==> src/rtl/weather_pkg.sv <==
// Shared types and widths for the weather feature interface; the classifier
// imports feat_t from here as well.
package weather_pkg;
  localparam int FEAT_W   = 4;
  localparam int SAMPLE_W = 8;
  localparam int PSUM_W   = 12;
  // signed width wide enough for a saturated psum and for any temp - TEMP_BASE
  localparam int Q_W      = 14;

  typedef enum logic {IDLE_BUF = 1'b0, HOLD = 1'b1} state_t;

  typedef struct packed {
    logic [FEAT_W-1:0] temp_max;
    logic [FEAT_W-1:0] temp_min;
    logic [FEAT_W-1:0] precip;
    logic [FEAT_W-1:0] wind;
  } feat_t;
endpackage

==> src/rtl/weather_quantizer.sv <==
// Per-feature quantizer: negative input maps to 0, otherwise x>>SHIFT clamped
// to the largest feature code.
module weather_quantizer
  import weather_pkg::*;
#(
  parameter int SHIFT = 0
) (
  input  logic signed [Q_W-1:0]    x,
  output logic        [FEAT_W-1:0] q
);
  localparam logic signed [Q_W-1:0] QMAX = Q_W'((1 << FEAT_W) - 1);

  logic signed [Q_W-1:0] sh;

  always_comb begin
    sh = x >>> SHIFT;
    if (x[Q_W-1])     q = '0;
    else if (sh > QMAX) q = '1;
    else              q = sh[FEAT_W-1:0];
  end
endmodule

==> src/rtl/weather_feature_extractor.sv <==
// Daily weather feature extractor with a one-entry valid/ready output buffer.
// Optional macro WEATHER_FEATURE_OVERRUN_CNT_EN adds a dropped-day counter port.
module weather_feature_extractor
  import weather_pkg::*;
#(
  parameter int TEMP_BASE    = -10,
  parameter int TEMP_SHIFT   = 2,
  parameter int PRECIP_SHIFT = 2,
  parameter int WIND_SHIFT   = 1
) (
  input  logic                       clk,
  input  logic                       rst_n,
  input  logic                       sample_valid,
  input  logic signed [SAMPLE_W-1:0] sample_temp,
  input  logic        [SAMPLE_W-1:0] sample_precip,
  input  logic        [SAMPLE_W-1:0] sample_wind,
  input  logic                       day_end,
  output logic                       feat_valid,
  input  logic                       feat_ready,
  output logic        [FEAT_W-1:0]   out_temp_max,
  output logic        [FEAT_W-1:0]   out_temp_min,
  output logic        [FEAT_W-1:0]   out_precipitation,
  output logic        [FEAT_W-1:0]   out_wind,
`ifdef WEATHER_FEATURE_OVERRUN_CNT_EN
  output logic        [7:0]          overrun_cnt,
`endif
  output logic                       overrun,
  output logic                       empty_day
);
  logic signed [SAMPLE_W-1:0] tmax, tmin, t_hi, t_lo;
  logic        [PSUM_W-1:0]   psum, p_nx;
  logic        [PSUM_W:0]     p_add;
  logic        [SAMPLE_W-1:0] wmax, w_nx, cnt, c_nx;
  logic                       close, load, drop;
  state_t                     state, state_nx;
  feat_t                      feat_q, feat_nx;
  logic signed [Q_W-1:0]      x_hi, x_lo, x_p, x_w;

  // Accumulators merged with this cycle's sample, so a sample coincident
  // with day_end lands in the closing day.
  always_comb begin
    t_hi = tmax;
    t_lo = tmin;
    p_nx = psum;
    w_nx = wmax;
    c_nx = cnt;
    p_add = {1'b0, psum} + {{(PSUM_W+1-SAMPLE_W){1'b0}}, sample_precip};
    if (sample_valid) begin
      if (sample_temp > tmax) t_hi = sample_temp;
      if (sample_temp < tmin) t_lo = sample_temp;
      p_nx = p_add[PSUM_W] ? '1 : p_add[PSUM_W-1:0];
      if (sample_wind > wmax) w_nx = sample_wind;
      if (cnt != '1) c_nx = cnt + 1'b1;
    end
  end

  assign close = day_end && (sample_valid || cnt != '0);

  assign x_hi = Q_W'(t_hi) - Q_W'(TEMP_BASE);
  assign x_lo = Q_W'(t_lo) - Q_W'(TEMP_BASE);
  assign x_p  = Q_W'(p_nx);
  assign x_w  = Q_W'(w_nx);

  weather_quantizer #(.SHIFT(TEMP_SHIFT))   u_q_tmax (.x(x_hi), .q(feat_nx.temp_max));
  weather_quantizer #(.SHIFT(TEMP_SHIFT))   u_q_tmin (.x(x_lo), .q(feat_nx.temp_min));
  weather_quantizer #(.SHIFT(PRECIP_SHIFT)) u_q_prec (.x(x_p),  .q(feat_nx.precip));
  weather_quantizer #(.SHIFT(WIND_SHIFT))   u_q_wind (.x(x_w),  .q(feat_nx.wind));

  always_ff @(posedge clk or negedge rst_n) begin
    if (!rst_n) begin
      tmax <= -8'sd128;
      tmin <= 8'sd127;
      psum <= '0;
      wmax <= '0;
      cnt  <= '0;
    end else if (close) begin
      tmax <= -8'sd128;
      tmin <= 8'sd127;
      psum <= '0;
      wmax <= '0;
      cnt  <= '0;
    end else if (sample_valid) begin
      tmax <= t_hi;
      tmin <= t_lo;
      psum <= p_nx;
      wmax <= w_nx;
      cnt  <= c_nx;
    end
  end

  always_ff @(posedge clk or negedge rst_n) begin
    if (!rst_n) state <= IDLE_BUF;
    else        state <= state_nx;
  end

  // HOLD always presents valid, so feat_ready alone is the handshake there.
  always_comb begin
    state_nx = state;
    load     = 1'b0;
    drop     = 1'b0;
    case (state)
      IDLE_BUF: if (close) begin
        load     = 1'b1;
        state_nx = HOLD;
      end
      HOLD: begin
        if (feat_ready) begin
          if (close) load = 1'b1;
          else       state_nx = IDLE_BUF;
        end else if (close) begin
          drop = 1'b1;
        end
      end
      default: state_nx = IDLE_BUF;
    endcase
  end

  always_ff @(posedge clk or negedge rst_n) begin
    if (!rst_n) begin
      feat_q    <= '0;
      overrun   <= 1'b0;
      empty_day <= 1'b0;
    end else begin
      if (load) feat_q <= feat_nx;
      if (drop) overrun <= 1'b1;
      empty_day <= day_end && !sample_valid && cnt == '0;
    end
  end

`ifdef WEATHER_FEATURE_OVERRUN_CNT_EN
  always_ff @(posedge clk or negedge rst_n) begin
    if (!rst_n)                     overrun_cnt <= '0;
    else if (drop && overrun_cnt != '1) overrun_cnt <= overrun_cnt + 1'b1;
  end
`endif

  assign feat_valid        = (state == HOLD);
  assign out_temp_max      = feat_q.temp_max;
  assign out_temp_min      = feat_q.temp_min;
  assign out_precipitation = feat_q.precip;
  assign out_wind          = feat_q.wind;
endmodule

==> config.mk <==
export PLATFORM = sky130hd
export DESIGN_NAME = weather_feature_extractor
export DESIGN_NICKNAME = d
export VERILOG_FILES = /design/src/rtl/weather_pkg.sv /design/src/rtl/weather_quantizer.sv /design/src/rtl/weather_feature_extractor.sv
export SDC_FILE = /design/constraint.sdc
export NUM_CORES = 1
export LEC_CHECK = 0
export ABC_AREA = 1
export BUFFER_PORTS_ARGS = -buffer_cell sky130_fd_sc_hd__clkbuf_2
export CAP_MARGIN = 25
export CORE_UTILIZATION = 40
export CTS_CLUSTER_SIZE = 30
export DETAILED_ROUTE_END_ITERATION = 16
export GPL_ROUTABILITY_DRIVEN = 0
export SYNTH_ARGS = -nofsm -noshare
export SYNTH_HDL_FRONTEND = slang
export SYNTH_SLANG_ARGS = --single-unit
==> constraint.sdc <==
create_clock -name clk -period 3.1 [get_ports clk]
set_input_delay 0.155 -clock clk [delete_from_list [all_inputs] [get_ports clk]]
set_output_delay 0.155 -clock clk [all_outputs]
set_load 0.01 [all_outputs]
==> results by group <==
Timing
  – Final min period: ~2.7 ns
  – Final Hold Viols: 0
  – Skew final: between 0.009 and 0.01 ns
  – Fmax: 0.369 GHz
  – Tcrit/Tclk final: 87.3%
  – Setup-failing EPs final: 0
  – Slew @ Worst Pin: 0.906 ns
  – Setup tns final: 0 ns
  – Max-slew headroom: 39.6%
  – Unrepaired setup endpoints after global routing: false
  – Hold slack: 0.0418 ns
  – Slew Viols, Final: 0

Worst setup path
  – WP data required: around 3.4 ns
  – FF-to-FF path depth: 18
  – R2r endpoint: out_temp_min[2]$_DFFE_PN0P_
  – Critical Path Most Common Cell: nand2_1
  – CP peak stage delay: ~0.56 ns
  – Crit path max fanout: 8
  – R2R Path Start: tmin[3]$_DFFE_PN1P_
  – CP startpoint kind: flip-flop
  – Delay-heaviest family, CP: simple AND/OR/NAND/NOR gates
  – Slowest CP cell: dfstp_2
  – Crit path DAT: between 2 and 3 ns
  – Reg2reg setup slack: 0.39 ns
  – Setup Crit Path Kind: flip-flop to flip-flop
  – WP buf/inv: 2
  – Critical-path cell list: inv_1 -> ha_1 -> a21oi_1 -> nand2_1 -> nand2_2 -> nand2_2 -> nand2_2 -> nand3_2 -> nand2_1 -> nand2_1 -> ha_1 -> nor2_4 -> inv_2 -> nand2_1 -> nand4_2 -> nand3_1 -> nand2_1 -> nand2_1
  – CP endpoint kind: flip-flop

Clock network
  – CTS Sinks: 63
  – Root Buffer Master: clkbuf_8
  – CTS Buf Count: 9
  – Clock transition at path regs: 0.07 ns
  – H-Tree Depth: 3
  – Setup repair bufs after CTS: 0
  – Clock tree buffer depth: 2
  – Worst-Skew Late Latency: 0.34 ns
  – TritonCTS clock tree: built

Routing
  – Post-Route WL: 9.13 mm
  – Via density: roughly 4.9
  – Routed length per instance: ~13 um
  – Drt initial violations: between 100 and 150
  – Via count: about 3500
  – Antenna Nets Post-Route: 0
  – Drt first pass iters: 4
  – Remaining DRCs: 0

Logic synthesis
  – Dominant synthesized flop cell: dfrtp_1
  – Syn Std Cell Area: around 0.0041 mm^2
  – Post-synth top area cell: dfrtp_1
  – Synth Instances: 531
  – EDFF count, synth: 0
  – Yosys warnings: 0
  – Post-Syn Nets: between 500 and 600
  – Share of flip-flops with an asynchronous set or reset: between 90% and 100%
  – Most frequent cell after synthesis: nand2_1
  – Syn_area_per_cell: approximately 7.8 um^2
  – Register bit total from synthesis: 63
  – Sequential fraction of the synthesis area: 38.5%
  – Top cell type's share of synthesized area: around a third
  – Synth cell types: 43
  – Synth area leaders: dfrtp_1, ha_1, nand2_1, inv_1, dfstp_2
  – Post-synth top cells: nand2_1, inv_1, dfrtp_1, nor2_1, ha_1

Pwr
  – Switching pwr: about 1.7 mW
  – Seq pwr share: about 31%
  – P_leak: 2.45 nW
  – Worst vdd ir: 325 uV
  – Pint: ~2.4 mW
  – Power Total: about 4.1 mW
  – Net Sw Frac: a little over two fifths
  – Gate power share: between 40% and 50%
  – Pwr/cell area: 855 mW/mm^2
  – Clock network power share: about a fifth

Worst hold path
  – Worst Hold Path EP: overrun$_DFFE_PN0P_
  – Min-Delay Path Class: input port to flip-flop
  – Hold wc startpoint: feat_ready
  – Hold Path Depth: 2

Floorplanning
  – Die Y: between 100 and 150 um
  – Core Area: ~0.01 mm^2
  – Die area: between 0.01 and 0.015 mm^2
  – Num ports: 48
  – Rows: 36
  – Initial Util: 41.8%
  – Die W: between 100 and 150 um

Final layout
  – Final #Nets: ~650
  – Post-layout util: approximately 48%
  – Ant diodes: 0
  – Synthesis-to-layout area growth: 15.0%
  – Share of cells above drive strength 1: around a fifth

Global routing
  – GRT overflow: 0
  – Number of global-route vias before repair: roughly 3500
  – Largest net degree at the start of global routing: 47
  – First-pass GRT wire length: approximately 16 mm
  – Initial antenna violation count: 0
  – Gr usage total: a little under a fifth

Flow run
  – Max cap viols: 0

Outcome
  – Status: complete, no violations

Place
  – Detail Placement HPWL: roughly 6.7 mm
  – PortBufs: 47
## worst max path at each step
stage | start | depth (start not counted) | endpoint | slack (ns)
2_1_floorplan | tmin[5]$_DFFE_PN1P_ | 18 | out_temp_min[0]$_DFFE_PN0P_ | 0.63
5_1_grt | psum[0]$_DFFE_PN0P_ | 14 | out_precipitation[0]$_DFFE_PN0P_ | 0.10
3_3_place_gp | psum[0]$_DFFE_PN0P_ | 15 | out_precipitation[3]$_DFFE_PN0P_ | 0.50
3_5_place_dp | tmin[3]$_DFFE_PN1P_ | 18 | out_temp_min[0]$_DFFE_PN0P_ | 0.41
6_report | tmin[3]$_DFFE_PN1P_ | 18 | out_temp_min[2]$_DFFE_PN0P_ | 0.39
4_1_cts | tmin[3]$_DFFE_PN1P_ | 18 | out_temp_min[2]$_DFFE_PN0P_ | 0.38
## metrics by stage
stage,cells,setup slack (ns),instance area (um^2)
after floorplan,531,0.631,4120
after CTS,722,0.379,4740
after global placement,705,0.503,4510
after global routing,722,0.104,4740
final,722,0.393,4740
after detailed placement,705,0.408,4510
## logic make-up after synthesis
group,after synthesis,synth area share [%]
AOI/OAI and AO/OA,92,13.6
adders and majority gates,35,10.8
DFF,63,38.5
buffers and inverters,98,9.37
xor gates and xnor gates,10,2.12
and+or+nand+nor,233,25.6
## area by class of cell
cell class	instances	area, um^2
inverter	86	325
clock inverter	3	65.1
timing repair buffer	54	290
multi-input combinational	370	2150
fill	982	5120
sequential	63	1590
clock buffer	13	159
tap	133	166
## placed cells by master (no fill, tap or decap), types with 2 or more instances in the layout
cell,Yosys,routed
a21oi_4,2,2
buf_4,2,6
nand4_1,16,16
a31oi_1,4,4
inv_2,3,3
nand2_2,10,10
a21oi_1,29,29
o21ai_1,2,2
nor3_1,7,7
nand2_4,3,3
ha_1,34,34
o21ai_0,31,31
o21a_1,6,6
or2_2,2,2
a21oi_2,3,3
xor2_1,8,8
nand3_2,4,4
nor2_2,2,2
o21ai_2,3,3
clkbuf_8,0,11
bufinv_16,0,2
clkbuf_2,0,47
o22a_1,3,3
nor4_1,2,2
a211oi_1,4,4
inv_1,82,82
dfstp_2,8,8
nand2_1,113,113
nor2_1,52,52
dfrtp_1,55,55
xnor2_1,2,2
nand3_1,18,18
clkbuf_1,8,2
## flip-flops by register name (all words and copies together) (netlist names)
signal	flops
psum	12
cnt	8
tmax	8
tmin	8
wmax	8
out_precipitation	4
out_temp_max	4
out_temp_min	4
out_wind	4
empty_day	1
feat_valid	1
overrun	1
## worst register-to-register path, cell delays in order (launching register included)
cell and delay [ns]:
dfstp_2 0.56, inv_1 0.04, ha_1 0.28, a21oi_1 0.17, nand2_1 0.09, nand2_2 0.08, nand2_2 0.06, nand2_2 0.13
nand3_2 0.15, nand2_1 0.11, nand2_1 0.09, ha_1 0.26, nor2_4 0.14, inv_2 0.03, nand2_1 0.08, nand4_2 0.14
nand3_1 0.12, nand2_1 0.06, nand2_1 0.06
## routing by layer
metal	global-route usage, %	wire length (um)
met1	23.9	4460
met2	29.8	4150
met3	2.64	319
met4	8.80	209
met5	0	0
## power by group through the flow
stage	logic, mW	clock network (mW)	registers, mW
floorplan	1.48	0	1.30
global placement	1.94	0	1.27
detailed placement	1.98	0	1.28
CTS	2.00	0.839	1.26
global route	2.28	0.862	1.30
finish	1.98	0.812	1.26
## repair_timing
action / CTS / global route
hold buffers: 1 / 0
setup endpoints to repair: 0 / 0
hold endpoints to repair: 17 / 0
resized for setup: 0 / 0
Power figures use the tool's default switching activity.
